$ cat src/rtl/sram_arbiter.sv
// rtl/sram_arbiter.sv - two-requester round-robin arbiter in front of an SRAM controller
module sram_arbiter #(
  parameter int ADDR_W        = 16,
  parameter int DATA_W        = 8,
  parameter int ACCESS_CYCLES = 2
) (
  input  logic              clk,
  input  logic              rst_n,
  input  logic              req0,
  input  logic              req1,
  input  logic              we0,
  input  logic              we1,
  input  logic [ADDR_W-1:0] addr0,
  input  logic [ADDR_W-1:0] addr1,
  input  logic [DATA_W-1:0] wdata0,
  input  logic [DATA_W-1:0] wdata1,
  output logic              gnt0,
  output logic              gnt1,
  output logic              ack0,
  output logic              ack1,
  output logic [DATA_W-1:0] rdata0,
  output logic [DATA_W-1:0] rdata1,
  output logic              mem_read_enable,
  output logic              mem_write_enable,
  output logic [ADDR_W-1:0] mem_address,
  output logic [DATA_W-1:0] mem_wdata,
  input  logic [DATA_W-1:0] mem_rdata,
  output logic              busy
);

  typedef enum logic [1:0] {
    S_IDLE   = 2'd0,
    S_ACCESS = 2'd1,
    S_DONE   = 2'd2
  } state_t;

  // Index of the final ACCESS cycle; strobes span cycles 0..C_LAST.
  localparam logic [3:0] C_LAST = 4'(ACCESS_CYCLES - 1);

  state_t              r_state;
  state_t              w_next;
  logic [3:0]          r_cnt;
  logic                r_win;
  logic                r_we;
  logic                r_last;
  logic [ADDR_W-1:0]   r_mem_address;
  logic [DATA_W-1:0]   r_mem_wdata;
  logic [DATA_W-1:0]   r_rdata0;
  logic [DATA_W-1:0]   r_rdata1;
  logic                w_capture;
  logic                w_pick;
  logic                w_last_cycle;

  // Next-state and arbitration decision; a tie goes to whoever was not served last.
  always_comb begin
    w_next       = r_state;
    w_capture    = 1'b0;
    w_pick       = (req0 && req1) ? ~r_last : req1;
    w_last_cycle = (r_state == S_ACCESS) && (r_cnt == C_LAST);
    case (r_state)
      S_IDLE: begin
        if (req0 || req1) begin
          w_next    = S_ACCESS;
          w_capture = 1'b1;
        end
      end
      S_ACCESS: begin
        if (r_cnt == C_LAST) begin
          w_next = S_DONE;
        end
      end
      S_DONE: begin
        w_next = S_IDLE;
      end
      default: begin
        w_next = S_IDLE;
      end
    endcase
  end

  // State register; reset abandons any transaction in flight.
  always_ff @(posedge clk or negedge rst_n) begin
    if (!rst_n) begin
      r_state <= S_IDLE;
    end else begin
      r_state <= w_next;
    end
  end

  // ACCESS cycle counter, cleared whenever not in ACCESS.
  always_ff @(posedge clk or negedge rst_n) begin
    if (!rst_n) begin
      r_cnt <= 4'd0;
    end else if (r_state == S_ACCESS) begin
      r_cnt <= r_cnt + 4'd1;
    end else begin
      r_cnt <= 4'd0;
    end
  end

  // Capture winner, direction, address and write data when a request is accepted.
  always_ff @(posedge clk or negedge rst_n) begin
    if (!rst_n) begin
      r_win         <= 1'b0;
      r_we          <= 1'b0;
      r_mem_address <= '0;
      r_mem_wdata   <= '0;
    end else if (w_capture) begin
      r_win         <= w_pick;
      r_we          <= w_pick ? we1 : we0;
      r_mem_address <= w_pick ? addr1 : addr0;
      r_mem_wdata   <= w_pick ? wdata1 : wdata0;
    end
  end

  // Sample read data at the end of the last ACCESS cycle into the winner's holding register.
  always_ff @(posedge clk or negedge rst_n) begin
    if (!rst_n) begin
      r_rdata0 <= '0;
      r_rdata1 <= '0;
    end else if (w_last_cycle && !r_we) begin
      if (r_win) begin
        r_rdata1 <= mem_rdata;
      end else begin
        r_rdata0 <= mem_rdata;
      end
    end
  end

  // Last-served pointer; starts at requester 1 so requester 0 wins the first tie.
  always_ff @(posedge clk or negedge rst_n) begin
    if (!rst_n) begin
      r_last <= 1'b1;
    end else if (r_state == S_DONE) begin
      r_last <= r_win;
    end
  end

  // Grant is the first ACCESS cycle; ack is the DONE cycle; strobes decode from state.
  assign gnt0             = (r_state == S_ACCESS) && (r_cnt == 4'd0) && !r_win;
  assign gnt1             = (r_state == S_ACCESS) && (r_cnt == 4'd0) &&  r_win;
  assign ack0             = (r_state == S_DONE) && !r_win;
  assign ack1             = (r_state == S_DONE) &&  r_win;
  assign mem_read_enable  = (r_state == S_ACCESS) && !r_we;
  assign mem_write_enable = (r_state == S_ACCESS) &&  r_we;
  assign mem_address      = r_mem_address;
  assign mem_wdata        = r_mem_wdata;
  assign rdata0           = r_rdata0;
  assign rdata1           = r_rdata1;
  assign busy             = (r_state != S_IDLE);

endmodule

$ cat config.mk
export PLATFORM = sky130hd
export DESIGN_NAME = sram_arbiter
export DESIGN_NICKNAME = d
export VERILOG_FILES = /design/src/rtl/sram_arbiter.sv
export SDC_FILE = /design/constraint.sdc
export NUM_CORES = 1
export LEC_CHECK = 0
export BUFFER_PORTS_ARGS = -buffer_cell sky130_fd_sc_hd__buf_2
export CAP_MARGIN = 15
export CORE_ASPECT_RATIO = 0.9
export CORE_MARGIN = 10
export CORE_UTILIZATION = 43
export CTS_BUF_LIST = sky130_fd_sc_hd__clkbuf_4 sky130_fd_sc_hd__clkbuf_8
export CTS_CLUSTER_SIZE = 28
export DETAILED_ROUTE_END_ITERATION = 6
export PLACE_DENSITY_LB_ADDON = 0.05
export SLEW_MARGIN = 20
export SYNTH_ARGS = -nofsm -noshare
export SYNTH_HDL_FRONTEND = slang
export SYNTH_SLANG_ARGS = --single-unit
$ cat constraint.sdc
create_clock -name clk -period 1.6 [get_ports clk]
set_input_delay 0.08 -clock clk [delete_from_list [all_inputs] [get_ports clk]]
set_output_delay 0.08 -clock clk [all_outputs]
set_load 0.05 [all_outputs]
==> out/qor.csv <==
stage,metric,value,unit
detailed_routing,first_pass_iters,4,
setup_path,critPathLaunch,r_state[1],
setup_path,crit_path_start_kind,register,
cts,cts_tree,built,
grt,grt_max_degree,50,
detailed_routing,wl,5650,µm
place,dp.cells,337,
floorplan,start_util,0.444,
worst_hold_path,worstHoldPathType,in -> reg,
floorplan,rows,25,
yosys,avgSynthCellArea,14.9,µm²
sta,worstMarginPinSlew,0.265,ns
yosys,synth_flop_cell,dfrtp_1,
setup_path,crit_required,1.52,ns
pwr,swShare,0.487,
cts,cts_root_buf,clkbuf_8,
layout,final_nets,346,
pwr,power.internal,4100,µW
yosys,synth_seq_cells,49,
layout,syn_to_final_growth,41.3,%
pwr,power_frac_seq,0.273,
yosys,yosysTopAreaCell,dfrtp_1,
sta,period_share,0.981,
worst_hold_path,hold_start,mem_rdata[2],
pwr,finalPower,8000,µW
yosys,synth_top_area_frac,0.515,
yosys,async_reset_ff_frac,1.00,
layout,stdcell_count,349,
yosys,ys_types,27,
yosys,synth_most_common_cell,dfrtp_1,
grt,antenna_found_initial,0,
grt,overflow,0,
yosys,synthesis.area,2330,µm²
layout,num-fill-cells,447,
pwr,switching_power,3900,µW
place,placed_area,3040,µm²
cts,cts_made_buffers,5,
layout,multi_input_comb_area,1060,µm²
sta,worst_slack,0.0300,ns
setup_path,path_max_fanout,3,
setup_path,path_class,reg -> out,
sta,fin_worst_skew,0.00886,ns
sta,grt_setup_unrepaired,true,
detailed_routing,drc,0,
detailed_routing,vias_per_cell,4.72,
sta,clock.fmax,637,MHz
sta,hold_violations,0,
setup_path,slowest_stage,dfrtp_1,
place,gp_congestion,0.683,
layout,drive_above_1_share,0.716,
floorplan,boundaryPins,109,
detailed_routing,drtIter0Drc,47,
pwr,peakVddDrop,1340,µV
layout,num_antenna_cells,0,
cts,clk_pin_slew,0.09,ns
floorplan,die-width,97.7,µm
place,pre_cts_ws,-0.00100,ns
setup_path,end_kind,output port,
cts,cts-htree-levels,2,
grt,grt_pass1_vias,1843,
yosys,ys.warnings.count,0,
pwr,power_density,2420,nW/µm²
cts,cts_buffer_depth,2,
yosys,synthCells,157,
sta,maxSlewViolCount,0,
place,port_buffers,108,
yosys,ys_seq_area_frac,0.526,
pwr,cellLeakagePower,0.00170,µW
setup_path,path_delay_family,simple AND/OR/NAND/NOR gates,
setup_path,critPathBufInv,2,
grt,track_usage,0.124,
layout,stdcell_area,3300,µm²
sta,period_needed,1.57,ns
grt,grt_pass1_wl,9140,µm
layout,ff_latch_area,1230,µm²
yosys,synthTopCellsByArea,"dfrtp_1 (51%), mux2_2 (22%), mux2_4 (12%)",
sta,tns,0,ns
setup_path,slowest_delay,0.41,ns
cts,clock_latency,0.30,ns
pwr,clockPowerShare,0.129,
pwr,pwr-share-comb,0.598,
floorplan,chipHeight,89.9,µm
setup_path,crit_chain,nor4b_4 > buf_4 > nand2_4 > nor2_4 > buf_8,
sta,setup_violations,0,
run,drv_cap,0,
place,dp_hpwl,4420,µm
yosys,synth_fp_nets,222,
floorplan,core,5260,µm²
cts,clock-sinks,49,
yosys,ys_top_cells_by_count,"dfrtp_1 (48), mux2_2 (46), mux2_4 (18)",
outcome,status,completed,
detailed_routing,vias,1648,
detailed_routing,ant_nets,0,
setup_path,worstReg2RegStart,r_last,
sta,slew_headroom,0.823,
detailed_routing,wl_per_cell,16.2,µm
yosys,synth_edf_count,0,
floorplan,die-area,8780,µm²
setup_path,cp.arrival,1.49,ns
[timing repair]
item,in CTS,in global routing
setup buffers,1,0
pin swaps,3,2
hold endpoints to repair,48,1
hold buffers,1,1
gates resized for setup,13,7
setup endpoints to repair,13,40
gates cloned,0,1
[flip-flops by register name, summed over array words and instances (netlist names)]
signal,cells
rdata0,8
mem_wdata,8
r_last,1
r_we,1
r_cnt,4
r_state,2
rdata1,8
mem_address,16
r_win,1
[through the flow]
stage | hold WS [ns] | utilization
4_1_cts | 0.00522 | 0.616
3_5_place_dp | 0.0882 | 0.579
2_1_floorplan | -0.216 | -
5_1_grt | 0.00378 | 0.628
6_report | 0.0167 | 0.628
3_3_place_gp | 0.0907 | 0.579
[layout make-up]
type                    count  share of cell area
repair buffers            123               0.233
inverters                   6             0.00683
clock buffers               5              0.0209
multi-input cells          96               0.322
flip-flops and latches     49               0.372
clock inverters             3              0.0197
well taps                  67              0.0254
[final timing paths]
path | end | slack, ns | cells after the start
max | gnt1 | 0.03 | 5
min | rdata1[2] | 0.02 | 2
max reg2reg | mem_wdata[2] | 0.04 | 4
min reg2reg | mem_address[11] | 0.51 | 1
max in group asynchronous | r_last | 1.01 | 3
min in group asynchronous | mem_address[12] | 0.30 | 3
[worst register-to-register path, delay by kind of cell (launching register included)]
family | cells | cell delay (ns)
mux | 2 | 0.59
compound gates | 1 | 0.17
flops | 1 | 0.55
buf+inv | 1 | 0.15
[placed cells by master (no fill, tap or decap)]
master         netlist  final
dlygate4sd3_1        0      2
clkbuf_8             0      5
ha_1                 3      3
a21bo_4              0      1
mux2i_1              2      2
inv_1                6      6
clkinv_2             0      1
dfstp_2              1      1
nand2_4              0      1
o2bb2ai_1            1      1
mux2_4              18     20
buf_4                1      8
xnor2_1              1      1
and4_1               1      1
nand4_2              1      1
clkbuf_16            0      1
o21ai_0              1      1
nand2b_2             0      1
a21o_1               1      1
and2_1               1      1
buf_8                2      2
o21ai_2              1      1
dfrtp_1             48     48
nor3b_1              1      1
buf_12               0      5
buf_6                1      1
bufinv_16            0      2
nand2b_1             2      1
nor2_4               0      2
nor2_1              11      9
xor2_1               1      1
nand3_1              1      1
nor4b_4              1      1
mux2_2              46     44
buf_2                2    104
[cell families (layout without fill, tap and decap cells)]
group           Yosys count  in the layout  share of synthesized area
mux                      66             66                      0.346
flops                    49             49                      0.526
simple gates             20             20                     0.0520
buf+inv                  12            137                     0.0349
compound gates            5              5                     0.0172
fa+ha+maj                 3              3                     0.0161
xor+xnor                  2              2                    0.00751
[metal layers]
layer	track usage	up-vias	wire, µm
li1	-	796	-
met1	0.155	780	2550
met2	0.186	67	2550
met3	0.0581	5	499
met4	0.0363	0	46
met5	0	-	0
[power by group through the flow]
| stage | Sequential, µW | Combinational, µW | Clock, µW |
|---|---|---|---|
| after floorplan | 4040 | 1610 | 0 |
| after global placement | 2180 | 4630 | 0 |
| after detailed placement | 2200 | 4670 | 0 |
| after CTS | 2180 | 4800 | 1060 |
| after global routing | 2260 | 5050 | 1120 |
| final | 2180 | 4780 | 1030 |
No activity file was read; power rests on OpenSTA's default activity.
